[src/rtl/mouse_pkg.sv]
// Shared types and constants for the PS/2 mouse master sequencer.
// Holds the FSM state encoding, PS/2 command/response bytes and receiver error codes.
package mouse_pkg;

   localparam int CNT_W    = 27;
   localparam int SYNC_BIT = 3;

   localparam logic [7:0] CMD_RESET  = 8'hFF;
   localparam logic [7:0] CMD_STREAM = 8'hF4;
   localparam logic [7:0] RSP_ACK    = 8'hFA;
   localparam logic [7:0] RSP_BAT_OK = 8'hAA;
   localparam logic [7:0] RSP_DEV_ID = 8'h00;

   typedef enum logic [1:0] {
      ERR_NONE   = 2'b00,
      ERR_PARITY = 2'b01,
      ERR_STOP   = 2'b10
   } rx_err_e;

   typedef enum logic [3:0] {
      ST_INIT_WAIT,
      ST_SEND_FF,
      ST_WAIT_SENT_FF,
      ST_WAIT_FA1,
      ST_WAIT_AA,
      ST_WAIT_ID,
      ST_SEND_F4,
      ST_WAIT_SENT_F4,
      ST_WAIT_FA2,
      ST_STREAM_B0,
      ST_STREAM_B1,
      ST_STREAM_B2,
      ST_INTERRUPT
   } state_e;

   // States in which the shared wait counter runs toward a terminal count.
   function automatic logic is_timed(input state_e st);
      return st inside {ST_INIT_WAIT, ST_WAIT_SENT_FF, ST_WAIT_FA1, ST_WAIT_AA,
                        ST_WAIT_ID, ST_WAIT_SENT_F4, ST_WAIT_FA2,
                        ST_STREAM_B1, ST_STREAM_B2};
   endfunction

   function automatic logic rx_match(input logic [7:0] rx,
                                     input logic [1:0] err,
                                     input logic [7:0] expected);
      return (err == ERR_NONE) && (rx == expected);
   endfunction

endpackage

[src/rtl/mouse_wait_counter.sv]
// Cycle counter with clear, enable and terminal-count compare against a runtime limit.
// A zero limit never reaches terminal count, which is how timeouts get disabled.
module mouse_wait_counter #(
   parameter int W = 27
) (
   input  logic         clk_sys,
   input  logic         rst_b,
   input  logic         clr,
   input  logic         en,
   input  logic [W-1:0] limit,
   output logic         tc
);

   logic [W-1:0] cnt_q;
   logic [W-1:0] cnt_d;

   always_comb begin
      cnt_d = cnt_q;
      if (clr) begin
         cnt_d = '0;
      end else if (en) begin
         cnt_d = cnt_q + W'(1);
      end
   end

   always_ff @(posedge clk_sys) begin
      if (!rst_b) begin
         cnt_q <= '0;
      end else begin
         cnt_q <= cnt_d;
      end
   end

   assign tc = en && (limit != '0) && (cnt_q == limit - W'(1));

endmodule

[src/rtl/mouse_master_sm.sv]
// PS/2 mouse master: reset/enable handshake with the device, then 3-byte stream packet capture.
//
// state           | meaning
// ST_INIT_WAIT    | power-up settle delay before talking to the mouse
// ST_SEND_FF      | request transmit of reset command FF
// ST_WAIT_SENT_FF | wait for transmitter to report FF delivered
// ST_WAIT_FA1     | expect ACK FA for the reset command
// ST_WAIT_AA      | expect self-test pass AA
// ST_WAIT_ID      | expect device id 00
// ST_SEND_F4      | request transmit of enable-streaming command F4
// ST_WAIT_SENT_F4 | wait for transmitter to report F4 delivered
// ST_WAIT_FA2     | expect ACK FA for F4
// ST_STREAM_B0    | hunt for packet byte 0 (bit3 set), no timeout
// ST_STREAM_B1    | expect packet byte 1 within the byte gap
// ST_STREAM_B2    | expect packet byte 2 within the byte gap
// ST_INTERRUPT    | new packet on MOUSE_*, one-cycle interrupt
module mouse_master_sm
   import mouse_pkg::*;
#(
   parameter int unsigned INIT_DELAY = 5_000_000,
   parameter int unsigned TIMEOUT    = 50_000_000,
   parameter int unsigned BYTE_GAP   = 100_000
) (
   input  logic       CLK,
   input  logic       RESET,
   output logic       SEND_BYTE,
   output logic [7:0] BYTE_TO_SEND,
   input  logic       BYTE_SENT,
   output logic       READ_ENABLE,
   input  logic [7:0] BYTE_READ,
   input  logic [1:0] BYTE_ERROR_CODE,
   input  logic       BYTE_READY,
   output logic [7:0] MOUSE_STATUS,
   output logic [7:0] MOUSE_DX,
   output logic [7:0] MOUSE_DY,
   output logic       SEND_INTERRUPT,
   output logic       CONFIGURED
);

   localparam logic [CNT_W-1:0] INIT_LIM    = CNT_W'(INIT_DELAY);
   localparam logic [CNT_W-1:0] TIMEOUT_LIM = CNT_W'(TIMEOUT);
   localparam logic [CNT_W-1:0] GAP_LIM     = CNT_W'(BYTE_GAP);

   state_e     state_q, state_d;
   logic [7:0] status_sh_q, status_sh_d;
   logic [7:0] dx_sh_q, dx_sh_d;
   logic [7:0] mouse_status_q, mouse_status_d;
   logic [7:0] mouse_dx_q, mouse_dx_d;
   logic [7:0] mouse_dy_q, mouse_dy_d;

   logic             cnt_clr;
   logic             cnt_en;
   logic             cnt_tc;
   logic [CNT_W-1:0] cnt_limit;
   logic             rx_ok;

   assign rx_ok = (BYTE_ERROR_CODE == ERR_NONE);

   always_comb begin
      cnt_limit = TIMEOUT_LIM;
      if (state_q == ST_INIT_WAIT) begin
         cnt_limit = INIT_LIM;
      end else if (state_q inside {ST_STREAM_B1, ST_STREAM_B2}) begin
         cnt_limit = GAP_LIM;
      end
   end

   // Every state change restarts the count, so one counter serves all waits.
   assign cnt_en  = is_timed(state_q);
   assign cnt_clr = (state_d != state_q);

   mouse_wait_counter #(
      .W (CNT_W)
   ) u_wait_counter (
      .clk_sys (CLK),
      .rst_b   (RESET),
      .clr     (cnt_clr),
      .en      (cnt_en),
      .limit   (cnt_limit),
      .tc      (cnt_tc)
   );

   always_comb begin
      state_d        = state_q;
      status_sh_d    = status_sh_q;
      dx_sh_d        = dx_sh_q;
      mouse_status_d = mouse_status_q;
      mouse_dx_d     = mouse_dx_q;
      mouse_dy_d     = mouse_dy_q;
      case (state_q)
         ST_INIT_WAIT: begin
            if (cnt_tc) state_d = ST_SEND_FF;
         end
         ST_SEND_FF: state_d = ST_WAIT_SENT_FF;
         ST_WAIT_SENT_FF: begin
            if (BYTE_SENT)   state_d = ST_WAIT_FA1;
            else if (cnt_tc) state_d = ST_INIT_WAIT;
         end
         // A byte arriving on the timeout cycle takes priority over the timeout.
         ST_WAIT_FA1: begin
            if (BYTE_READY)
               state_d = rx_match(BYTE_READ, BYTE_ERROR_CODE, RSP_ACK) ? ST_WAIT_AA : ST_INIT_WAIT;
            else if (cnt_tc)
               state_d = ST_INIT_WAIT;
         end
         ST_WAIT_AA: begin
            if (BYTE_READY)
               state_d = rx_match(BYTE_READ, BYTE_ERROR_CODE, RSP_BAT_OK) ? ST_WAIT_ID : ST_INIT_WAIT;
            else if (cnt_tc)
               state_d = ST_INIT_WAIT;
         end
         ST_WAIT_ID: begin
            if (BYTE_READY)
               state_d = rx_match(BYTE_READ, BYTE_ERROR_CODE, RSP_DEV_ID) ? ST_SEND_F4 : ST_INIT_WAIT;
            else if (cnt_tc)
               state_d = ST_INIT_WAIT;
         end
         ST_SEND_F4: state_d = ST_WAIT_SENT_F4;
         ST_WAIT_SENT_F4: begin
            if (BYTE_SENT)   state_d = ST_WAIT_FA2;
            else if (cnt_tc) state_d = ST_INIT_WAIT;
         end
         ST_WAIT_FA2: begin
            if (BYTE_READY)
               state_d = rx_match(BYTE_READ, BYTE_ERROR_CODE, RSP_ACK) ? ST_STREAM_B0 : ST_INIT_WAIT;
            else if (cnt_tc)
               state_d = ST_INIT_WAIT;
         end
         ST_STREAM_B0: begin
            if (BYTE_READY && rx_ok && BYTE_READ[SYNC_BIT]) begin
               status_sh_d = BYTE_READ;
               state_d     = ST_STREAM_B1;
            end
         end
         ST_STREAM_B1: begin
            if (BYTE_READY) begin
               if (rx_ok) begin
                  dx_sh_d = BYTE_READ;
                  state_d = ST_STREAM_B2;
               end else begin
                  state_d = ST_STREAM_B0;
               end
            end else if (cnt_tc) begin
               state_d = ST_STREAM_B0;
            end
         end
         // Published registers load on the way into ST_INTERRUPT so data and pulse coincide.
         ST_STREAM_B2: begin
            if (BYTE_READY) begin
               if (rx_ok) begin
                  mouse_status_d = status_sh_q;
                  mouse_dx_d     = dx_sh_q;
                  mouse_dy_d     = BYTE_READ;
                  state_d        = ST_INTERRUPT;
               end else begin
                  state_d = ST_STREAM_B0;
               end
            end else if (cnt_tc) begin
               state_d = ST_STREAM_B0;
            end
         end
         ST_INTERRUPT: state_d = ST_STREAM_B0;
         default:      state_d = ST_INIT_WAIT;
      endcase
   end

   always_ff @(posedge CLK) begin
      if (!RESET) begin
         state_q        <= ST_INIT_WAIT;
         status_sh_q    <= '0;
         dx_sh_q        <= '0;
         mouse_status_q <= '0;
         mouse_dx_q     <= '0;
         mouse_dy_q     <= '0;
      end else begin
         state_q        <= state_d;
         status_sh_q    <= status_sh_d;
         dx_sh_q        <= dx_sh_d;
         mouse_status_q <= mouse_status_d;
         mouse_dx_q     <= mouse_dx_d;
         mouse_dy_q     <= mouse_dy_d;
      end
   end

   always_comb begin
      BYTE_TO_SEND = 8'h00;
      case (state_q)
         ST_SEND_FF, ST_WAIT_SENT_FF: BYTE_TO_SEND = CMD_RESET;
         ST_SEND_F4, ST_WAIT_SENT_F4: BYTE_TO_SEND = CMD_STREAM;
         default:                     BYTE_TO_SEND = 8'h00;
      endcase
   end

   assign SEND_BYTE      = (state_q == ST_SEND_FF) || (state_q == ST_SEND_F4);
   assign READ_ENABLE    = state_q inside {ST_WAIT_FA1, ST_WAIT_AA, ST_WAIT_ID, ST_WAIT_FA2,
                                           ST_STREAM_B0, ST_STREAM_B1, ST_STREAM_B2};
   assign CONFIGURED     = state_q inside {ST_STREAM_B0, ST_STREAM_B1, ST_STREAM_B2, ST_INTERRUPT};
   assign SEND_INTERRUPT = (state_q == ST_INTERRUPT);
   assign MOUSE_STATUS   = mouse_status_q;
   assign MOUSE_DX       = mouse_dx_q;
   assign MOUSE_DY       = mouse_dy_q;

endmodule

[config.mk]
export PLATFORM = sky130hd
export DESIGN_NAME = mouse_master_sm
export DESIGN_NICKNAME = d
export VERILOG_FILES = /design/src/rtl/mouse_pkg.sv /design/src/rtl/mouse_wait_counter.sv /design/src/rtl/mouse_master_sm.sv
export SDC_FILE = /design/constraint.sdc
export NUM_CORES = 1
export LEC_CHECK = 0
export BUFFER_PORTS_ARGS = -buffer_cell sky130_fd_sc_hd__buf_2
export CAP_MARGIN = 20
export CORE_ASPECT_RATIO = 1.5
export CORE_MARGIN = 2
export CORE_UTILIZATION = 42
export CTS_CLUSTER_SIZE = 12
export DETAILED_ROUTE_END_ITERATION = 7
export HOLD_SLACK_MARGIN = 0.05
export SLEW_MARGIN = 30
export SYNTH_ARGS = -nofsm -noshare
export SYNTH_HDL_FRONTEND = slang
export SYNTH_SLANG_ARGS = --single-unit
[constraint.sdc]
create_clock -name CLK -period 4.7 [get_ports CLK]
set_clock_uncertainty 0.15 [all_clocks]
set_input_delay 0.705 -clock CLK [delete_from_list [all_inputs] [get_ports CLK]]
set_output_delay 0.705 -clock CLK [all_outputs]
set_load 0.01 [all_outputs]
; ---- Word level (Yosys, flattened, before mapping)
; Cells that the tools add are included.
[classes]
n_addsub = 2
n_mul = 0
div_mod_pow = 0
magnitude_cmp = 0
n_eq_ne = 16
n_shift = 0
mux = 22
n_bitwise = 1
n_reduce_logical = 22
[op_table]
columns = op, count
row1 = 26-bit two-way mux, 2
row2 = 4-bit two-way mux, 13
row3 = 4-bit one-hot mux with 13 select lines, 1
row4 = 27-bit by 1-bit adder with 27-bit output (second input constant), 1
row5 = 27-bit equality test, 1
row6 = 27-bit nonzero test, 1
row7 = 26-bit by 1-bit subtractor with 27-bit output (second input constant), 1
row8 = 4-bit equality test (second input constant), 5
row9 = 4-bit by 3-bit equality test with 1-bit output (second input constant), 4
row10 = 8-bit equality test (second input constant), 2
row11 = 8-bit one-hot mux with 2 select lines, 1
row12 = 3-bit two-way mux, 4
row13 = 9-bit nonzero test, 1
row14 = 4-bit by 2-bit equality test with 1-bit output (second input constant), 2
row15 = 8-bit zero test, 1
row16 = 1-bit logical AND, 7
row17 = 7-bit nonzero test, 1
row18 = 3-bit AND reduction, 2
row19 = 2-bit OR reduction, 3
row20 = 4-bit by 1-bit equality test with 1-bit output (second input constant), 1
row21 = 4-bit zero test, 1
row22 = 4-bit inequality test, 1
row23 = 4-bit nonzero test, 1
row24 = 2-bit zero test, 1
row25 = 5 further kinds, 5
[totals]
regBits = 71
latch_bits = 0
ram_bits = 0
mem_bits_ro = 0
output_inout_bits = 36
elab_cells = 70
memories = 0

; ---- Longest topological paths before layout
[depth]
ltp_word = 12
mapped_depth = 10

; ---- Hierarchy
; A second synthesis with hierarchy kept.
[hier_totals]
hier_cells = 568
area_unflattened_um2 = 4508.1
[modules_own_cells]
columns = module, n_inst, cells_each, area_each_um2, seq_area_each_um2
row1 = mouse_master_sm, 1, 291, 2334.7, 880.8
row2 = mouse_wait_counter, 1, 277, 2173.3, 540.5

; ---- Worst setup path after synthesis
; OpenSTA, ideal clock, no wires.
[synth_timing]
path_kind = register to output
from = register state_q[1]
to = output BYTE_TO_SEND[1]
t_arrival_ns = 1.881
setup_slack_ns = 1.964
stages_incl_launch_ff = 7
n_path_buf = 4
path_cell_list = dfxtp_1 buf_2 clkbuf_1 clkbuf_1 nand2_1 a211oi_1 buf_4
[synth_via]
elab_chain_cells = 3
[synth_rtl]
columns = item, line_no
row1 = start: declaration, mouse_master_sm.sv:44  ; state_e state_q, state_d;
row2 = start signal: assignment, mouse_master_sm.sv:176  ; state_q <= state_d;
row3 = "4-bit by 3-bit equality test with 1-bit output, or another cell as far along", mouse_master_sm.sv:187  ; case (state_q)
row4 = 2-bit OR reduction, mouse_master_sm.sv:187
row5 = 8-bit one-hot mux with 2 select lines *, mouse_master_sm.sv:187
row6 = end: declaration, mouse_master_sm.sv:27  ; output logic [7:0] BYTE_TO_SEND,
; Mark *: on every way between the ends. The rest lies on a longest branch, timed or not.

; ---- Worst setup path after layout
[layout_timing]
from = register state_q[3]
to = register u_wait_counter.cnt_q[15]
[layout_via]
elab_chain_cells = 12
[layout_rtl]
columns = item, line_no
row1 = 4-bit equality test, "mouse_pkg.sv:38, mouse_master_sm.sv:63, mouse_master_sm.sv:90"
row2 = 2-bit nonzero test, mouse_master_sm.sv:63  ; end else if (state_q inside {ST_STREAM_B1, ST_STREAM_B2}) begin
row3 = 26-bit two-way mux, mouse_master_sm.sv:63
row4 = 26-bit two-way mux, mouse_master_sm.sv:61  ; if (state_q == ST_INIT_WAIT) begin
row5 = 26-bit by 1-bit subtractor with 27-bit output / 27-bit nonzero test (equally long branches), mouse_wait_counter.sv:34  ; assign tc = en && (limit != '0) && (cnt_q == limit - W'(1));
row6 = 27-bit equality test / 1-bit logical AND (equally long branches), mouse_wait_counter.sv:34
row7 = 1-bit logical AND, mouse_wait_counter.sv:34
row8 = "4-bit two-way mux, on equally long branches", -
row9 = "4-bit two-way mux, or another cell as far along", mouse_master_sm.sv:149  ; if (BYTE_READY) begin
row10 = 4-bit one-hot mux with 13 select lines, mouse_master_sm.sv:90  ; case (state_q)
row11 = 4-bit inequality test, mouse_master_sm.sv:70  ; assign cnt_clr = (state_d != state_q);
row12 = 2-bit OR reduction (no line), -
row13 = end signal: assignment, mouse_wait_counter.sv:30  ; cnt_q <= cnt_d;
row14 = end: declaration, mouse_wait_counter.sv:14  ; logic [W-1:0] cnt_q;
; Several ways; a longest one is shown, not always the timed one.
; A chain may end at the register's enable or synchronous reset.

==> summary.txt <==
Outcome
  • Status: finished, final reports clean

Worst setup path
  • R2R Path Start: state_q[3]
  • CP endpoint kind: flop
  • Top cell family by delay on the critical path: simple AND/OR/NAND/NOR gates
  • Worst path slowest cell: dfxtp_1
  • Maximum fanout along the worst path: 27
  • Worst path buffer plus inverter count: 0
  • Critical path arrival: 3.44 ns
  • Reg2Reg Setup Slack: 1.34 ns
  • CP startpoint kind: flop
  • CP Class: flop to flop
  • Worst reg2reg path endpoint: u_wait_counter.cnt_q[15]
  • R2R depth: 7
  • CP peak stage delay: 0.88 ns
  • Critical path, cell by cell: nand3b_1 -> nor4_1 -> a21oi_1 -> or4_4 -> nand4_2 -> nand3_4 -> nor4_2
  • Setup crit end: u_wait_counter.cnt_q[15]
  • Critical path origin: state_q[3]
  • WP depth: 7
  • CP required: 4.79 ns

GRT
  • Global route overflow: 0
  • Initial antenna violation count: 0
  • First-pass GRT wire length: 15400 um
  • Vias in the first global route: 3247
  • GRT Overall Usage: 20.3%
  • Largest net degree at the start of global routing: 45

CTS
  • Num CTS Buffers: 9
  • Clk sinks: 71
  • Clock latency on the worst-skew pair: 0.33 ns
  • Hold Buf Count CTS: 0
  • H-tree level count: 3
  • Clk buf depth: 2
  • Post-CTS Resized: 0
  • CTS tree: built
  • Worst-path clk slew: 0.06 ns
  • Post-CTS setup buffer count: 0
  • CTS Root Buffer Type: clkbuf_16

Synthesis
  • Synth unique cells: 61
  • Dominant synthesized flop cell: dfxtp_1
  • Register area share after synthesis: 37.7%
  • Async S/R FF share, synth: 0%
  • Average size of a mapped cell: 8.06 um^2
  • FF+latch count, synth: 71
  • Post-synth EDFFs: 0
  • Post-Syn Nets: 483
  • Synthesized area: 0.00377 mm^2
  • Syn Inst Count: 468
  • Synthesis Warnings: 0

Timing
  • RSZ-0062 raised after global routing: no
  • Worst slew pin tran: 0.859 ns
  • Worst slew margin: 42.7%
  • Setup_tns: 0 ns
  • Fmax: 0.298 GHz
  • Max-slew violation count: 0
  • Final clock period utilization by the worst path: 71.4%
  • Setup violators final: 0
  • Final-report hold violation count: 0
  • Min Clock Period, post-route: 3.36 ns

Detailed routing
  • Iter 0 DRT Violations: 203
  • Vias per cell: 5.55
  • DRC: 0
  • Wire per inst: 15.5 um
  • 1st-pass router iterations: 4
  • DRT Wirelength: 9460 um
  • Final ANT Viol Nets: 0
  • Vias: 3390

Hold path
  • Worst Hold Class: flop to flop

Placed design
  • # placed instances: 595
  • DP Wirelength: 6680 um
  • Buffers on Ports: 49
  • Routability congestion estimate: 0.907

Final layout
  • Commonest cells after routing, fill and taps aside: nand2_1, dfxtp_1, buf_2
  • Final non-filler cell total: 611
  • Most common cell after layout, fill and taps aside: nand2_1
  • Area Overhead vs Synth: 14.4%
  • ANT cells: 0
  • Layout cells sized above 1: 17.6%
  • Nets: 511

Floorplan
  • Die Footprint: 0.00977 mm^2
  • Io pins: 50
  • Initial Utilization: 43.0%
  • Core Rows: 42
  • Die extent in y: 120 um
  • Die width: 81.4 um
  • Core Area: 0.00878 mm^2

Power and ir drop
  • Sw Share: 22.5%
  • Power Internal: 1030 uW
  • Sequential share of power: 45.4%
  • Gate power share: 3.1%
  • Leak: 0.00161 uW
  • Psw: 300 uW
  • Clock Power Share: 51.5%
  • Power Density: 309 mW/mm^2
  • Maximum vdd ir drop: 189 uV

Job
  • Max Cap Viol: 0
## logic make-up after synthesis
family,share of synthesized area [%]
xor+xnor,6.27
mux,5.04
buf+inv,5.74
compound gates,12.2
simple gates,32.7
fa+ha+maj,0.332
flops,37.7
## flip-flops by register name, summed over array words and instances, names as in the netlist
signal,flops
MOUSE_STATUS,8
status_sh_q,8
state_q,4
u_wait_counter.cnt_q,27
MOUSE_DX,8
dx_sh_q,8
MOUSE_DY,8
## final cells by class
class / instances / area [um^2]
Sequential cell: 71 / 1420
Tap cell: 110 / 138
Inverter: 10 / 37.5
Timing Repair Buffer: 53 / 275
Clock inverter: 7 / 81.3
Multi-Input combinational cell: 351 / 2140
Clock buffer: 9 / 225
Fill cell: 880 / 4460
## tightest hold or removal path, stage by stage, from the launching register on
cell and delay (ns):
dfxtp_1 0.30, nand2_1 0.05, a21oi_1 0.05
## cells in the mapped netlist (3+ instances only)
cell	instances	area (um^2)
nand2b_1	4	25.0
inv_1	9	33.8
a31oi_1	4	25.0
and3_1	3	18.8
mux2i_1	19	190
nor2_1	41	154
nand4_1	11	68.8
clkbuf_1	21	78.8
nand3_1	13	65.1
o21ai_0	8	40.0
nor4_1	15	93.8
and2_1	3	18.8
a21oi_1	39	195
nor4_2	9	113
nand2_1	78	293
a21o_1	3	22.5
a211oi_1	3	22.5
nor3_1	16	80.1
dfxtp_1	71	1420
nor3b_1	3	22.5
xor2_1	12	105
o22ai_1	6	37.5
buf_4	6	45.0
buf_2	5	25.0
xnor2_1	15	131
and4_1	3	26.3
## power groups by stage
stage / clock network [uW] / registers, uW / logic [uW]
finish: 687 / 606 / 40.9
global route: 730 / 606 / 45.4
CTS: 703 / 606 / 41.2
detailed placement: 0 / 619 / 40.9
global placement: 0 / 619 / 40.3
floorplan: 0 / 619 / 22.7
## worst min path at each step
stage,start,endpoint,slack [ns],depth (start not counted)
after global placement,status_sh_q[3],status_sh_q[3],0.28,2
after detailed placement,status_sh_q[3],status_sh_q[3],0.29,2
final,MOUSE_DY[5],MOUSE_DY[5],0.30,2
after global routing,dx_sh_q[7],MOUSE_DX[7],0.32,2
after CTS,status_sh_q[3],status_sh_q[3],0.30,2
after floorplan,status_sh_q[3],status_sh_q[3],0.28,2
## stage by stage
step                instance area [um^2]  setup WS (ns)  hold slack (ns)  power, uW  util [%]
finish                              4320           1.34            0.298       1330      49.2
global route                        4320           1.05            0.319       1380      49.2
CTS                                 4310           1.29            0.300       1350      49.2
detailed placement                  4010           1.29            0.290        660      45.7
global placement                    4010           1.38            0.284        659      45.7
floorplan                           3770           1.96            0.276        642         -
## metal layers
metal / wire length, um / part of all wire [%] / track usage, %
met1: 3940 / 42 / 22.1
met5: 0 / 0 / 0
met3: 312 / 3.3 / 4.44
met2: 4910 / 52 / 35.9
met4: 298 / 3.2 / 9.75
(Power assumes the default switching activity.)
